[src/rtl/pipe_pkg.sv]
// rtl/pipe_pkg.sv - shared write-back select codes, width defaults and FSM state type
package pipe_pkg;

    localparam int XLEN_DEFAULT     = 32;
    localparam int MATRIX_W_DEFAULT = 128;

    localparam logic [1:0] W_SEL_NONE   = 2'b00;
    localparam logic [1:0] W_SEL_SCALAR = 2'b01;
    localparam logic [1:0] W_SEL_MATRIX = 2'b10;
    localparam logic [1:0] W_SEL_RSVD   = 2'b11;

    typedef enum logic {
        IDLE    = 1'b0,
        COLLECT = 1'b1
    } wb_state_e;

endpackage

[src/rtl/matrix_beat_asm.sv]
// rtl/matrix_beat_asm.sv - packs XLEN memory beats into one MATRIX_W matrix word
module matrix_beat_asm
    import pipe_pkg::*;
#(
    parameter int XLEN     = XLEN_DEFAULT,
    parameter int MATRIX_W = MATRIX_W_DEFAULT
) (
    input  logic                clk,
    input  logic                rst,
    input  logic                start_i,
    input  logic                collect_i,
    input  logic                beat_valid_i,
    input  logic [XLEN-1:0]     beat_data_i,
    output logic [MATRIX_W-1:0] data_o,
    output logic                done_o
);

    localparam int BEATS = MATRIX_W / XLEN;
    localparam int CW    = (BEATS > 1) ? $clog2(BEATS) : 1;

    logic [CW-1:0]       cnt_q, cnt_d;
    logic [MATRIX_W-1:0] buf_q, buf_d;
    logic                done;

    // Drop the current beat into its lane; data_o already includes the final beat
    always_comb begin
        buf_d = buf_q;
        cnt_d = cnt_q;
        done  = 1'b0;
        if (start_i) begin
            buf_d = '0;
            cnt_d = '0;
        end else if (collect_i && beat_valid_i) begin
            for (int i = 0; i < BEATS; i++) begin
                if (cnt_q == CW'(i)) begin
                    buf_d[i*XLEN +: XLEN] = beat_data_i;
                end
            end
            if (cnt_q == CW'(BEATS - 1)) begin
                done  = 1'b1;
                cnt_d = '0;
            end else begin
                cnt_d = cnt_q + 1'b1;
            end
        end
    end

    // Lane buffer and beat counter; reset discards any partial assembly
    always_ff @(posedge clk or negedge rst) begin
        if (!rst) begin
            cnt_q <= '0;
            buf_q <= '0;
        end else begin
            cnt_q <= cnt_d;
            buf_q <= buf_d;
        end
    end

    assign data_o = buf_d;
    assign done_o = done;

endmodule

[src/rtl/stage_wb.sv]
// rtl/stage_wb.sv - write-back stage; optional perf counters under STAGE_WB_PERF_CNT_EN
module stage_wb
    import pipe_pkg::*;
#(
    parameter int XLEN     = XLEN_DEFAULT,
    parameter int MATRIX_W = MATRIX_W_DEFAULT
) (
    input  logic                clk,
    input  logic                rst,
    input  logic                wb_valid,
    input  logic [1:0]          wb_w_select,
    input  logic                wb_mem2reg,
    input  logic                wb_matrix_load,
    input  logic [4:0]          wb_rd,
    input  logic [XLEN-1:0]     wb_alu_result,
    input  logic [XLEN-1:0]     wb_mem_data,
    input  logic [MATRIX_W-1:0] wb_matrix_alu,
    input  logic                mem_beat_valid,
    input  logic [XLEN-1:0]     mem_beat_data,
    output logic [1:0]          w_select,
    output logic [4:0]          w_regs_addr,
    output logic [XLEN-1:0]     w_regs_data,
    output logic [MATRIX_W-1:0] w_matrix_data,
    output logic                wb_stall,
`ifdef STAGE_WB_PERF_CNT_EN
    output logic [31:0]         perf_scalar_wr,
    output logic [31:0]         perf_matrix_wr,
    output logic [31:0]         perf_stall_cyc,
`endif
    output logic                beat_err
);

    wb_state_e           state_q, state_d;
    logic [4:0]          rd_q, rd_d;
    logic [1:0]          wsel_q, wsel_d;
    logic [4:0]          addr_q, addr_d;
    logic [XLEN-1:0]     data_q, data_d;
    logic [MATRIX_W-1:0] mdata_q, mdata_d;
    logic                beat_err_q, beat_err_d;
    logic                stall;
    logic                asm_start;
    logic                asm_done;
    logic [MATRIX_W-1:0] asm_data;

    matrix_beat_asm #(
        .XLEN     (XLEN),
        .MATRIX_W (MATRIX_W)
    ) u_asm (
        .clk          (clk),
        .rst          (rst),
        .start_i      (asm_start),
        .collect_i    (state_q == COLLECT),
        .beat_valid_i (mem_beat_valid),
        .beat_data_i  (mem_beat_data),
        .data_o       (asm_data),
        .done_o       (asm_done)
    );

    // Next-state, write-port mux and stall; data registers hold when nothing is written
    always_comb begin
        state_d    = state_q;
        rd_d       = rd_q;
        wsel_d     = W_SEL_NONE;
        addr_d     = addr_q;
        data_d     = data_q;
        mdata_d    = mdata_q;
        stall      = 1'b0;
        asm_start  = 1'b0;
        beat_err_d = beat_err_q | ((state_q == IDLE) && mem_beat_valid);
        case (state_q)
            IDLE: begin
                if (wb_valid) begin
                    case (wb_w_select)
                        W_SEL_SCALAR: begin
                            if (wb_rd != 5'd0) begin
                                wsel_d = W_SEL_SCALAR;
                                addr_d = wb_rd;
                                data_d = wb_mem2reg ? wb_mem_data : wb_alu_result;
                            end
                        end
                        W_SEL_MATRIX: begin
                            if (wb_matrix_load) begin
                                asm_start = 1'b1;
                                rd_d      = wb_rd;
                                stall     = 1'b1;
                                state_d   = COLLECT;
                            end else begin
                                wsel_d  = W_SEL_MATRIX;
                                addr_d  = wb_rd;
                                mdata_d = wb_matrix_alu;
                            end
                        end
                        default: wsel_d = W_SEL_NONE;
                    endcase
                end
            end
            COLLECT: begin
                stall = 1'b1;
                if (asm_done) begin
                    wsel_d  = W_SEL_MATRIX;
                    addr_d  = rd_q;
                    mdata_d = asm_data;
                    state_d = IDLE;
                end
            end
            default: state_d = IDLE;
        endcase
    end

    // State and registered write port
    always_ff @(posedge clk or negedge rst) begin
        if (!rst) begin
            state_q    <= IDLE;
            rd_q       <= '0;
            wsel_q     <= W_SEL_NONE;
            addr_q     <= '0;
            data_q     <= '0;
            mdata_q    <= '0;
            beat_err_q <= 1'b0;
        end else begin
            state_q    <= state_d;
            rd_q       <= rd_d;
            wsel_q     <= wsel_d;
            addr_q     <= addr_d;
            data_q     <= data_d;
            mdata_q    <= mdata_d;
            beat_err_q <= beat_err_d;
        end
    end

    assign w_select      = wsel_q;
    assign w_regs_addr   = addr_q;
    assign w_regs_data   = data_q;
    assign w_matrix_data = mdata_q;
    assign wb_stall      = stall;
    assign beat_err      = beat_err_q;

`ifdef STAGE_WB_PERF_CNT_EN
    logic [31:0] perf_scalar_q, perf_matrix_q, perf_stall_q;

    // Free-running event counters, wrapping modulo 2^32
    always_ff @(posedge clk or negedge rst) begin
        if (!rst) begin
            perf_scalar_q <= '0;
            perf_matrix_q <= '0;
            perf_stall_q  <= '0;
        end else begin
            if (wsel_q == W_SEL_SCALAR) perf_scalar_q <= perf_scalar_q + 32'd1;
            if (wsel_q == W_SEL_MATRIX) perf_matrix_q <= perf_matrix_q + 32'd1;
            if (stall)                  perf_stall_q  <= perf_stall_q + 32'd1;
        end
    end

    assign perf_scalar_wr = perf_scalar_q;
    assign perf_matrix_wr = perf_matrix_q;
    assign perf_stall_cyc = perf_stall_q;
`endif

endmodule
[config.mk]
export PLATFORM = sky130hd
export DESIGN_NAME = stage_wb
export DESIGN_NICKNAME = d
export VERILOG_FILES = /design/src/rtl/pipe_pkg.sv /design/src/rtl/matrix_beat_asm.sv /design/src/rtl/stage_wb.sv
export SDC_FILE = /design/constraint.sdc
export NUM_CORES = 1
export LEC_CHECK = 0
export ABC_AREA = 0
export CAP_MARGIN = 20
export CORE_MARGIN = 2
export CORE_UTILIZATION = 40
export CTS_CLUSTER_DIAMETER = 120
export DETAILED_ROUTE_END_ITERATION = 12
export MAX_ROUTING_LAYER = met4
export PLACE_DENSITY = 0.8
export SLEW_MARGIN = 25
export SYNTH_ARGS = -nofsm -noshare
export SYNTH_HDL_FRONTEND = slang
export SYNTH_SLANG_ARGS = --single-unit
[constraint.sdc]
create_clock -name clk -period 1.52 [get_ports clk]
set_input_delay 0.304 -clock clk [delete_from_list [all_inputs] [get_ports clk]]
set_output_delay 0.304 -clock clk [all_outputs]
set_load 0.005 [all_outputs]
* Word-level counts from Yosys, hierarchy flattened
Index checks and enable logic that the tools add are counted.
** Storage, ports and cells
- Register bits :: 304
- Bits of input ports :: 237
- Output and inout bits :: 169
- Word-level logic and storage cells :: 70
** Cells by class
- $add $sub $neg :: 1
- Equal/unequal tests :: 12
- Multiplexer cells :: 37
- Bitwise operators :: 2
- Reduce and logical (&&, ||, !) cells :: 9
** Operators by type and width (count)
- $mux 128 :: 6
- $pmux 128 s2 :: 1
- $mux 32 :: 5
- $mux 5 :: 4
- $pmux 5 s2 :: 2
- $mux 2 :: 6
- $reduce_and 4->1 :: 3
- $mux 1 :: 9
- $pmux 2 s2 :: 2
- $eq 2x2->1 const B :: 3
- $ne 3x3->1 const B :: 2
- $reduce_and 5->1 :: 1
- $reduce_bool 5->1 :: 1
- $eq 2x1->1 const B :: 2
- $ne 2x1->1 const B :: 2
- $ne 2x2->1 const B :: 2
- $pmux 1 s2 :: 2
- $ne 3x1->1 const B :: 1
- $add 2x1->2 const B :: 1
- $logic_and 1x1->1 :: 2
- $logic_not 2->1 :: 1
- $reduce_bool 2->1 :: 1
- $not 1->1 :: 1
- $or 1x1->1 :: 1

* Longest topological paths before layout
- Depth after elaboration :: 7
- Depth in mapped cells :: 8
- Gate-level depth less buffers :: 6

* Cells and area by module
Synthesis repeated with hierarchy kept, for this count alone.
** Second synthesis, totals
- Cell total of the unflattened synthesis :: 1055
- Area, all modules :: 14455.1 um^2
** Modules (own cells, without submodules)
- stage_wb :: instances 1, cells an instance 585, area each 8544.4 um^2, seq. area each 4354.2 um^2
- matrix_beat_asm :: instances 1, cells an instance 470, area each 5910.7 um^2, seq. area each 3253.1 um^2

* Least setup slack after synthesis
OpenSTA, ideal clock, no wires.
- Kind :: register -> register
- Start point :: register u_asm.cnt_q[0]
- End point :: register mdata_q[126] (netlist: w_matrix_data[126])
- Library setup time :: 0.118 ns
- Arrival time :: 1.555 ns
- Required time :: 1.402 ns
- Path slack :: -0.153 ns
- Stages on the path, launching flop included :: 9
- Path buffers :: 3
- Clock period less this slack :: 1.673 ns
- Path through :: dfrtp_1 > ha_1 > nand3_1 > buf_4 > a21boi_4 > buf_2 > buf_4 > a211oi_1 > a21o_1
** On the way
- Word-level cells in the longest chain between the ends :: 6
- Elaborated cells on any way between the ends :: 11
- Classes of those cells :: eq/ne: 2; mux: 8; reduce/logical: 1
** Ends and longest elaborated chain
- start: declaration :: RTL line matrix_beat_asm.sv:21 : logic [CW-1:0] cnt_q, cnt_d;
- start signal: assignment :: RTL line matrix_beat_asm.sv:54 : cnt_q <= cnt_d;
- $eq 2x2->1 * :: RTL line matrix_beat_asm.sv:35, matrix_beat_asm.sv:39
- $mux 1 or $mux 32 (tied branches) :: RTL line matrix_beat_asm.sv:39, matrix_beat_asm.sv:35
- $mux 1 or $mux 128 (tied branches) :: RTL line matrix_beat_asm.sv:33 : end else if (collect_i && beat_valid_i) begin
- $mux 1 or $mux 128 (tied branches) :: RTL line matrix_beat_asm.sv:30 : if (start_i) begin
- $ne 2x1->1 (no line) or $mux 128 (tied branches)
- $reduce_and 4->1 (no line) or $pmux 128 s2 (tied branches)
- end signal: assignment :: RTL line stage_wb.sv:126 : mdata_q <= mdata_d;
- end: declaration :: RTL line stage_wb.sv:38 : logic [MATRIX_W-1:0] mdata_q, mdata_d;
Every way passes the cells marked *; elsewhere a longest branch is shown, timed or not. The select of a mux whose other input is x is not followed.
A chain may end at the register's enable or synchronous reset.

* Worst setup path in the final report
- Start point :: register state_q
- End point :: register mdata_q[46] (netlist: w_matrix_data[46])
** On the way
- Word-level cells in the longest chain between the ends :: 5
- Elaborated cells on any way between the ends :: 14
- Classes of those cells :: eq/ne: 4; mux: 7; bitwise: 1; reduce/logical: 2
** Ends and longest elaborated chain
- start: declaration :: RTL line stage_wb.sv:33 : wb_state_e state_q, state_d;
- start signal: assignment :: RTL line stage_wb.sv:121 : state_q <= state_d;
- $logic_and 1x1->1 :: RTL line matrix_beat_asm.sv:33
- $mux 1 or $mux 128 (tied branches) :: RTL line matrix_beat_asm.sv:33
- $mux 1 or $mux 128 (tied branches) :: RTL line matrix_beat_asm.sv:30
- $ne 2x1->1 (no line) or $mux 128 (tied branches)
- $reduce_and 4->1 (no line) or $pmux 128 s2 (tied branches)
Several ways; a longest one is shown, not always the timed one. The select of a mux whose other input is x is not followed.

==> metrics.txt <==
RSZ-0062 raised after global routing=yes; Pint=26.9 mW; hold depth=2; async set-reset flop share out of synthesis=100%; fin nets=1,937; Setup violations, final=397; Final Non-Filler Cells=2,161; routed via count=11.3k; worst path required time=1.90 ns; top post-synthesis cells by count=dfrtp_1 (304), nor2_1 (257), mux2i_1 (160), a21o_1 (129), a211oi_1 (128); vias in the first global route=11.8k; Starting Density=40.8%; Comb pwr share=45.2%; Syn Nets=1,434; final hold vios=0; max-slew violation count=0; H-tree Lvls=2; root buf cell=clkbuf_16; DP HPWL=28,500 um; top cells by area, synth=dfrtp_1 (57%), mux2i_1 (12%), a21o_1 (7.2%); Worst setup endpoint=w_matrix_data[46]; failing checks=setup timing; most numerous cell in the Yosys netlist=dfrtp_1; area leader, netlist=dfrtp_1; pwr dens=1870 nW/um^2; Clock Latency Late Sink=0.50 ns; most common flop cell mapped by yosys=dfrtp_1; Ports=406; Critical R2R Launch=state_q; Worst setup SP type=flop; reg2reg end=w_matrix_data[46]; first-pass GRT wire length=63,900 um; die height=187 um; final wirelength=42,100 um; Final Instance Area=21,500 sq um; Final min period=1.85 ns; reg-to-reg slack, setup=-0.33 ns; CTS tree=built; Crit path max-delay family=buffers and inverters; Final WS setup=-0.328 ns; Max-cap violations=0; maximum fanout along the worst path=13; global-route usage over all layers=23.5%; worst setup path start=state_q; # port buffers=405; LEAKAGE=10.5 nW; worst vdd ir=1050 uV; Reg area=7610 sq um; Slew HR=70.7%; clock buffer count from CTS=34; Synth cell types=29; Power, Total=40.3 mW; Fin Setup TNS=-66.63 ns; drt first-iter violations=579; placed instance area=19,100 sq um; Placed Instances=2,077; Multi-input gate area=6240 sq um; Setup CP Type=flop to flop; pin count of the biggest net entering global routing=87; critical path depth=7; #FFs+latches synth=304; share of the synthesized area in the top cell type=56.8%; share of power burned in registers=34.9%; Max Clock Skew=0.0156 ns; post-route ant nets=0; synthesized cell area=13,400 sq um; Layout fillers=2,384; Critical-path top delay cell=dfrtp_4; CP peak stage delay=0.49 ns; crit path cell chain=buf_12 > buf_4 > nand3_4 > buf_12 > mux2i_2 > a211oi_2 > a21o_1; Worst Setup End Kind=flop; P_sw=13.4 mW; Clk pin slew, worst setup/hold paths=0.06 ns; worst-margin pin slew=0.438 ns; Min Hold Slack=0.147 ns; Mapped Cells=1,191; router iterations before antenna repair=5; Switching Share=33.2%; Most Frequent Cell on Critical Path=buf_12; DRC=0; CP Data Arrival Time=2.23 ns; Clock power frac=19.9%; die width=187 um; outcome=complete, but fails checks; YS warnings=0; Area Overhead vs Synth=60.3%; fraction of layout cells with a size suffix above 1=23.0%; register area share after synthesis=56.8%; DP Worst Slack=-0.735 ns; drt wl/cell=19.5 um; clk sinks=304; part of the cycle the worst path needs=122%; gpl congestion=0.845; Hold WC Path Type=primary input to flop; initial antenna violation count=3; fin util=65.5%; Max Freq=0.541 GHz; DR vias/cell=5.21; FF-to-FF path depth=7; grt ovf=0; core box area=32,800 sq um; number of flops mapped to enable cells by yosys=0; CTS Buffer Depth=3; Mean Syn Cell Area=11.2 sq um; Placement Rows=66; WP buf/inv=3; full die area=35,000 sq um
## cells by family after synthesis
kind of cell,count (synthesis),synth area share (%)
buffers and inverters,104,4.35
DFF,304,56.8
muxes,175,13.2
AOI/OAI and AO/OA,295,16.0
and+or+nand+nor,307,9.03
adders and majority gates,6,0.561
## flip-flops by register name (all words and copies together), names as in the netlist
name	flops
u_asm.buf_q	128
w_matrix_data	128
w_regs_data	32
rd_q	5
w_regs_addr	5
u_asm.cnt_q	2
w_select	2
beat_err	1
state_q	1
## layout make-up
type | instances | share of cell area [%]
Antenna cell | 3 | 0.0350
Clock inverter | 12 | 0.408
Multi-Input combinational cell | 783 | 29.0
Timing Repair Buffer | 565 | 27.7
Sequential cell | 304 | 35.5
Inverter | 6 | 0.117
Clock buffer | 46 | 4.70
Tap cell | 442 | 2.58
## what timing repair did
| item | 4_1_cts | 5_1_grt |
|---|---|---|
| pin swaps | 1 | 12 |
| gates cloned | 4 | 6 |
| resized for setup | 128 | 142 |
| setup endpoints to repair | 467 | 418 |
| setup buffers | 8 | 4 |
| endpoints found under the hold margin | 25 | 0 |
| hold buffers | 1 | 0 |
## worst reg2reg max path, delay by kind of cell, from the launching register on
kind	cells	cell delay, ns
mux	1	0.33
simple gates	1	0.11
buf+inv	3	0.51
compound gates	2	0.30
flops	1	0.49
## layer usage
layer	track usage, %	vias to the layer above	wire (um)	part of all wire, %
met5	-	-	0	0
met4	6.96	0	1080	2.6
met3	4.09	66	2480	5.9
met2	40.5	389	21600	51
met1	28.2	5609	17000	40
li1	-	5192	-	-
## cell usage in the layout, fill, tap and decap left out, drive strengths merged, types with 3 or more instances in the layout
master / synthesis / routed
dlygate4sd2: 0 / 51
dfrtp: 304 / 304
a21o: 129 / 129
clkdlybuf4s50: 0 / 330
nor2: 257 / 257
clkbuf: 33 / 52
ha: 6 / 6
mux2i: 160 / 160
nand2: 36 / 36
inv: 6 / 6
a211oi: 128 / 128
o21ai: 35 / 35
nor2b: 3 / 3
nand3: 6 / 6
dlymetal6s2s: 0 / 15
diode: 0 / 3
mux2: 15 / 15
clkdlybuf4s15: 0 / 6
clkinv: 0 / 10
buf: 65 / 156
## power groups by stage
stage / sequential, mW / clock, mW / combinational (mW)
floorplan: 13.5 / 0 / 7.29
global placement: 13.6 / 0 / 15.7
detailed placement: 13.8 / 0 / 16.1
CTS: 13.8 / 8.22 / 16.7
global route: 14.4 / 8.52 / 19.5
finish: 14.0 / 8.03 / 18.2
## worst min path at each step
stage                   from         endpoint  slack, ns
floorplan                rst         beat_err      0.008
global placement         rst  u_asm.buf_q[71]       0.22
detailed placement       rst  u_asm.buf_q[70]       0.22
CTS                      rst  u_asm.buf_q[70]       0.28
global route        wb_rd[1]          rd_q[1]       0.14
finish              wb_rd[1]          rd_q[1]       0.15
No activity file was read; power rests on OpenSTA's default activity.
